===== src/rtl/sd_wb_sel_seq.sv =====
// Wishbone byte-lane sequencer: splits a byte-addressed transfer into aligned beats with sel_o lanes.
// Latency: beat outputs valid the cycle after start; done_o pulses the cycle after the final beat_ack.
// Backpressure: each beat is held until beat_ack; ena=0 aborts. Option SD_WB_SEL_OVERRUN_EN adds overrun_o.
module sd_wb_sel_seq #(
    parameter int DATA_W     = 32,
    parameter int SIZE_W     = 24,
    parameter int BIG_ENDIAN = 1
) (
    input  logic                  wb_clk,
    input  logic                  rst_n,
    input  logic                  ena,
    input  logic                  start,
    input  logic [31:0]           base_adr_i,
    input  logic [SIZE_W-1:0]     xfersize,
    input  logic                  beat_ack,
    output logic [31:0]           adr_o,
    output logic [DATA_W/8-1:0]   sel_o,
    output logic                  last_o,
    output logic                  busy_o,
    output logic                  done_o
`ifdef SD_WB_SEL_OVERRUN_EN
    ,
    output logic                  overrun_o
`endif
);

    localparam int BYTES = DATA_W / 8;
    localparam int OFS_W = $clog2(BYTES);

    typedef enum logic [1:0] {
        IDLE = 2'd0,
        RUN  = 2'd1,
        DONE = 2'd2
    } state_t;

    state_t              state;
    state_t              state_nxt;
    logic [OFS_W-1:0]    ofs;
    logic [SIZE_W-1:0]   left;
    logic                first;
    logic [31:0]         adr;

    logic [SIZE_W-1:0]   room;
    logic [SIZE_W-1:0]   beat_bytes;
    logic                fits;
    logic [OFS_W-1:0]    lo;
    logic [BYTES-1:0]    lane_sel;
    logic                load;
    logic                step;

    assign load = ena && start && (state == IDLE);
    assign step = ena && beat_ack && (state == RUN);

    // Bytes this beat can carry: the first beat starts mid-word at ofs.
    always_comb begin
        room       = first ? (SIZE_W'(BYTES) - SIZE_W'(ofs)) : SIZE_W'(BYTES);
        beat_bytes = (left < room) ? left : room;
        fits       = (left <= room);
        lo         = first ? ofs : '0;
        lane_sel   = '0;
        for (int k = 0; k < BYTES; k++) begin
            if ((OFS_W'(k) >= lo) && ((SIZE_W'(k) - SIZE_W'(lo)) < beat_bytes)) begin
                if (BIG_ENDIAN != 0) begin
                    lane_sel[BYTES-1-k] = 1'b1;
                end else begin
                    lane_sel[k] = 1'b1;
                end
            end
        end
    end

    always_comb begin
        state_nxt = state;
        adr_o     = adr;
        sel_o     = '1;
        last_o    = 1'b0;
        busy_o    = 1'b0;
        done_o    = 1'b0;
        case (state)
            IDLE: begin
                if (start) begin
                    state_nxt = (xfersize != '0) ? RUN : DONE;
                end
            end
            RUN: begin
                sel_o  = lane_sel;
                last_o = fits;
                busy_o = 1'b1;
                if (beat_ack && fits) begin
                    state_nxt = DONE;
                end
            end
            DONE: begin
                done_o    = 1'b1;
                state_nxt = IDLE;
            end
            default: begin
                state_nxt = IDLE;
            end
        endcase
        if (!ena) begin
            state_nxt = IDLE;
        end
    end

    always_ff @(posedge wb_clk or negedge rst_n) begin
        if (!rst_n) begin
            state <= IDLE;
            ofs   <= '0;
            left  <= '0;
            first <= 1'b0;
            adr   <= '0;
        end else begin
            state <= state_nxt;
            if (load) begin
                ofs   <= base_adr_i[OFS_W-1:0];
                adr   <= {base_adr_i[31:OFS_W], {OFS_W{1'b0}}};
                left  <= xfersize;
                first <= 1'b1;
            end else if (step) begin
                left  <= left - beat_bytes;
                adr   <= adr + 32'(BYTES);
                first <= 1'b0;
            end
        end
    end

`ifdef SD_WB_SEL_OVERRUN_EN
    // Sticky: a stray ack outside RUN means the bus and sequencer disagree.
    always_ff @(posedge wb_clk or negedge rst_n) begin
        if (!rst_n) begin
            overrun_o <= 1'b0;
        end else if (load) begin
            overrun_o <= 1'b0;
        end else if (beat_ack && (state != RUN)) begin
            overrun_o <= 1'b1;
        end
    end
`endif

endmodule


===== config.mk =====
export PLATFORM = sky130hd
export DESIGN_NAME = sd_wb_sel_seq
export DESIGN_NICKNAME = d
export VERILOG_FILES = /design/src/rtl/sd_wb_sel_seq.sv
export SDC_FILE = /design/constraint.sdc
export NUM_CORES = 1
export LEC_CHECK = 0
export CORE_ASPECT_RATIO = 0.75
export CORE_MARGIN = 10
export CORE_UTILIZATION = 53
export CTS_CLUSTER_DIAMETER = 100
export DETAILED_ROUTE_END_ITERATION = 16
export PLACE_DENSITY = 0.81
export SLEW_MARGIN = 20
export SYNTH_ARGS = -nofsm -noshare
export SYNTH_HDL_FRONTEND = slang
export SYNTH_SLANG_ARGS = --single-unit

===== constraint.sdc =====
create_clock -name wb_clk -period 5.45 [get_ports wb_clk]
set_clock_uncertainty 0.2 [all_clocks]
set_input_delay 1.09 -clock wb_clk [delete_from_list [all_inputs] [get_ports wb_clk]]
set_output_delay 1.09 -clock wb_clk [all_outputs]
set_load 0.01 [all_outputs]

== Word level (Yosys, flattened, before mapping) ==
Cells that the tools add are included.
Cells by class
  equal/unequal tests: 4
  reductions and logical operators: 13
  order comparisons: 10
  add/subtract/negate cells: 7
  mux-type cells: 22
Operators by type and width (count)
  $lt 24x24->1: 5
  $mux 24: 4
  $mux 32: 2
  $add 32x3->32 const B: 1
  $le 24x24->1: 1
  $reduce_bool 24->1: 1
  $sub 24x24->24: 1
  $mux 2: 6
  $logic_and 1x1->1: 9
  $mux 1: 8
  $sub 1x2->3 const A: 2
  $sub 2x2->3 const A: 2
  $ge 1x2->1 const A: 2
  $ge 2x2->1 const A: 2
  $mux 4: 1
  $pmux 2 s2: 1
  $sub 3x2->4 const A: 1
  $ne 3x2->1 const B: 1
  $ne 3x3->1 const B: 1
  $eq 2x1->1 const B: 1
  $eq 2x2->1 const B: 1
  $logic_not 2->1: 1
  $reduce_and 2->1: 1
  $reduce_bool 2->1: 1
Word-level totals
  output and inout bits: 39
  logic and storage cells: 61
  bits in registers: 61
  input port bits: 61

== Logic depth before layout (Yosys ltp) ==
  word-level depth: 9
  depth in mapped cells: 21
  depth with buffers taken out: 19

== Worst setup path after synthesis ==
OpenSTA, ideal clock, no wires.
  kind: reg-to-output
  start: register ofs[0]
  end: output sel_o[1]
  required time: 4160 ps
  data arrival time: 3428 ps
  cell stages (with the launch flop): 18
  slack: 732 ps
  path buffers: 1
  cells stage by stage: dfrtp_1 > inv_1 > ha_1 > nand2b_1 > inv_1 > ha_1 > a211oi_1 > o21ai_0 > or4_4 > buf_6 > mux2i_1 > ha_1 > a21oi_1 > nor2_1 > o31a_1 > a2111oi_0 > o21ai_0 > a21oi_1
Between the ends
  cells in the longest elaborated chain, start to end: 8
  elaborated cells between the ends (all ways): 11
  those cells by class: add/sub: 2; order compare: 3; mux: 5; reduce/logical: 1
Ends and longest elaborated chain
  start: declaration: RTL line 38  | logic [OFS_W-1:0] ofs;
  start signal: assignment: RTL line 116  | ofs <= base_adr_i[OFS_W-1:0];
  $sub 3x2->4: RTL line 56  | room = first ? (SIZE_W'(BYTES) - SIZE_W'(ofs)) : SIZE_W'(BYTES);
  $mux 24: RTL line 56
  $lt 24x24->1: RTL line 57  | beat_bytes = (left < room) ? left : room;
  $mux 24: RTL line 57
  $lt 24x24->1: RTL line 62  | if ((OFS_W'(k) >= lo) && ((SIZE_W'(k) - SIZE_W'(lo)) < beat_bytes)) begin
  $logic_and 1x1->1 *: RTL line 62
  $mux 1 *: RTL line 62
  $mux 4 *: RTL line 79  | case (state)
  end: declaration: RTL line 17  | output logic [DATA_W/8-1:0] sel_o,
Mark *: on every way between the ends. The rest lies on a longest branch, timed or not.

== Worst setup path after layout ==
  start: register left[8]
  end: output sel_o[1]
Between the ends
  cells in the longest elaborated chain, start to end: 6
Ends and longest elaborated chain
  start: declaration: RTL line 39  | logic [SIZE_W-1:0] left;
  start signal: assignment: RTL line 118  | left <= xfersize;
  start signal: assignment: RTL line 121  | left <= left - beat_bytes;
  $lt 24x24->1: RTL line 57
  $mux 24 *: RTL line 57
  $lt 24x24->1 *: RTL line 62
  $logic_and 1x1->1 *: RTL line 62
  $mux 1 *: RTL line 62
  $mux 4 *: RTL line 79
Marks and branches as above.

==> results.txt <==
- The run finished with clean final reports.
- In the layout the commonest cells are clkdlybuf4s50_1 (92), nand2_1 (86), ha_1 (79).
- Largest net degree at the start of global routing: 60
- Compared with the post-synthesis result, the final layout area differs by 32.8%.
- The initial antenna violation count came to 0.
* Die span in x: 134 um
- CTS placed an instance of clkbuf_16 at the clock tree root.
- Post-detailed-route wirelength per cell: 17.1 um
- Port-buffer cells: 97
* Global-route wire length before repair: 26000 um
- The floorplan step defined a core boundary enclosing around 0.0096 mm2.
* Most used flip-flop cell after synthesis: dfrtp_1
* Fin Setup TNS: 0 ns
- At the later pin of the worst-skew pair, clock insertion delay measures 0.33 ns.
* Library cells used by synthesis: 59
- Number of instances in the placed design: 884
- The repair_antennas step left the layout with diodes totalling 0.
* Worst reg2reg endpoint: left[22]
- Worst supply voltage drop on vdd: 0.246 mV
- Reg2Reg Setup Slack: around 0.45 ns
* Number of nets in the layout: ~910
* Number of max-capacitance violations reported: 0
* Synthesis-stage register bit count: 59
- Using the TritonRoute via totals, the vias-per-cell ratio works out to 6.00.
- Averaged over all synthesized cells, the footprint is 8.51 um2.
* Buffer depth of the longest clock path: 2
- Number of clock sinks seen by CTS: 59
* Total die area: 0.0141 mm2
- Count of antenna-violating nets left after detailed routing: 0
- In the global route stage, overall resource usage came out at 0.217.
- Effective utilization at floorplan: 0.539
- Count of boundary I/O pins: 100
- Clock-pin slew was measured on the worst setup and hold paths at 0.06 ns.
* Worst Path Arrival: 3.88 ns
* Number of search-and-repair iterations in the first detailed-routing pass: 5
- Summed over all layers, the routed wires come to 15400 um.
* Post-route non-filler standard cell count: 903
- Count of final max-slew check failures: 0
- In this run the static leakage power is 0.00301 uW.
- Inserted Clock Buffers: 9
- Setup repair after global routing left no endpoint under its margin.
- Post-layout utilization of the core: 0.716
- Yosys mapped a number of flops with a built-in enable equal to 0.
- Critical Path End Type: primary output
* Relative slew margins: 0.488
- Depth of the most critical reg-to-reg path: 14
- PnR Total Power: 3430 uW
* Most common cell after layout, fill and taps aside: clkdlybuf4s50_1
- The detailed router placed ~5400 vias in this run.
* Origin of the worst setup path: left[8]
* Post-route clock period utilization: 0.948
- Required time of the critical path: about 4.2 ns
- In the routed design, unresolved DRC markers number 0.
- Dividing total power by cell area gives a power density of 500 mW/mm2.
- Critical path capture point: sel_o[1]
- The worst path in the final design needs a cycle of 5.17 ns, including I/O delays and setup.
* Fraction of registers with async set or reset after synthesis: 1.00
* Warnings, synthesis: 0
- Summed instance area of the synthesized netlist: 0.00516 mm2
- Classification of the worst setup path: flop to primary output
- TritonCTS clock tree: built
* Max frequency: 0.193 GHz
* RR Startpoint: left[8]
- Routability-driven placement finished with a final weighted congestion of 0.945.
- Setup violations remaining at the end of the flow were counted as 0.
- The total overflow left after global routing is 0.
- Slew of the pin with the lowest slew margin: 0.768 ns
- The path class of the tightest hold or removal check is flop to flop.
* Cell count after synthesis: between 600 and 700
- Share of final-layout standard cells stronger than drive strength 1: 0.0623
- Level count of the clock H-tree: 3
- From bottom edge to top edge, the die measures 105 um.
- Vias in the first global route: 5385
- Worst-path maximum fanout: 5
- Of the synthesized area, sequential elements account for 0.286.
* HPWL Detailed: 11500 um
- Hold buffer count at CTS: 0
- The count of endpoints failing hold in the final timing report is 0.
* Core Rows: 31
- STA classifies the critical path startpoint as a flop.
- Count of routing violations after the opening detailed-route iteration: around 430
==> kinds of logic (layout without fill, tap and decap cells) <==
kind of cell	count (synthesis)	in the layout	synth area share
adder cells (fa/ha/maj)	80	80	0.195
buffers and inverters	38	139	0.0305
AO/OA/AOI/OAI	176	176	0.231
other	2	65	0.00145
AND/OR/NAND/NOR	245	245	0.242
XOR/XNOR	3	3	0.00509
multiplexers	4	4	0.00872
flip-flops	59	59	0.286
==> power breakdown <==
| group | total, uW | switching, uW | internal (uW) | leakage, uW |
|---|---|---|---|---|
| logic | 1900 | 1000 | 899 | 0.00212 |
| clock network | 609 | 210 | 399 | 0.000156 |
| registers | 919 | 268 | 651 | 0.000735 |
| total | 3430 | 1480 | 1950 | 0.00301 |
==> flip-flops by register name (all words and copies together) (netlist names) <==
name and flops:
adr_o 30, first 1, left 24, state 2
ofs 2
==> synthesized netlist by cell type (3+ instances only) <==
master / number / area, um2
nor2b_1: 4 / 25.0
or4_4: 3 / 33.8
o21a_1: 5 / 37.5
a31oi_1: 9 / 56.3
nor2_1: 31 / 116
o21ai_0: 45 / 225
a211oi_1: 6 / 45.0
nand2b_1: 5 / 31.3
nand3_1: 29 / 145
nand4_1: 21 / 131
nor3b_1: 6 / 45.0
a21oi_1: 30 / 150
a21o_1: 8 / 60.1
o311ai_0: 22 / 193
ha_1: 79 / 988
clkbuf_1: 21 / 78.8
and2_1: 6 / 37.5
inv_1: 12 / 45.0
nand2_1: 86 / 323
dfrtp_1: 59 / 1480
or3_1: 9 / 56.3
nor3_1: 9 / 45.0
nor4_1: 8 / 50.1
a221o_1: 12 / 120
nand4b_1: 3 / 26.3
o211ai_1: 23 / 173
mux2i_1: 3 / 30.0
and3_1: 8 / 50.1
or4_1: 6 / 45.0
==> how the worst min path moves through the flow <==
stage | startpoint | end | slack, ns | cells past startpoint
floorplan | state[1] | state[1] | 0.27 | 1
global placement | left[10] | left[10] | 0.29 | 1
detailed placement | left[10] | left[10] | 0.30 | 1
CTS | left[10] | left[10] | 0.31 | 1
global route | left[22] | left[22] | 0.36 | 1
finish | left[10] | left[10] | 0.31 | 1
==> worst max-delay path, cell delays in order, from the launching register on <==
cell and delay (ns):
dfrtp_1 0.42, or3_1 0.43, or4_4 0.57, or4_4 0.59, mux2i_1 0.17, ha_1 0.22, a21oi_1 0.14, nor2_1 0.05
o31a_1 0.24, a2111oi_2 0.31, o21ai_0 0.13, a21oi_1 0.13, clkbuf_2 0.14
==> area by class of cell <==
cell class / instances / area, um2
fill: 775 / 2720
inverter: 12 / 45.0
clock buffer: 9 / 225
timing repair buffer: 111 / 1070
clock inverter: 7 / 91.3
tap: 132 / 165
sequential: 59 / 1480
multi-input combinational: 573 / 3790
==> through the flow <==
step | hold slack (ns) | worst slack, ns | area [um2]
2_1_floorplan | 0.268 | 0.732 | 5400
5_1_grt | 0.361 | 0.0279 | 6860
3_5_place_dp | 0.302 | 0.0674 | 6500
3_3_place_gp | 0.292 | 0.226 | 6500
6_report | 0.312 | 0.281 | 6860
4_1_cts | 0.309 | 0.000974 | 6820
==> layer usage <==
metal | vias up | wire [um] | GRT usage
li1 | 2602 | - | -
met1 | 2577 | 6840 | 0.279
met2 | 221 | 7140 | 0.351
met3 | 17 | 1310 | 0.0716
met4 | 0 | 126 | 0.0403
met5 | - | 0 | 0
==> repair_timing <==
action                                  in CTS  in global routing
setup buffers                                0                  3
gates cloned                                 0                  0
pin swaps                                    0                  1
hold endpoints to repair                     0                  0
endpoints found under the setup margin       3                  4
gates resized for setup                      4                 11
Note: power is estimated with default switching activity, not from simulation.
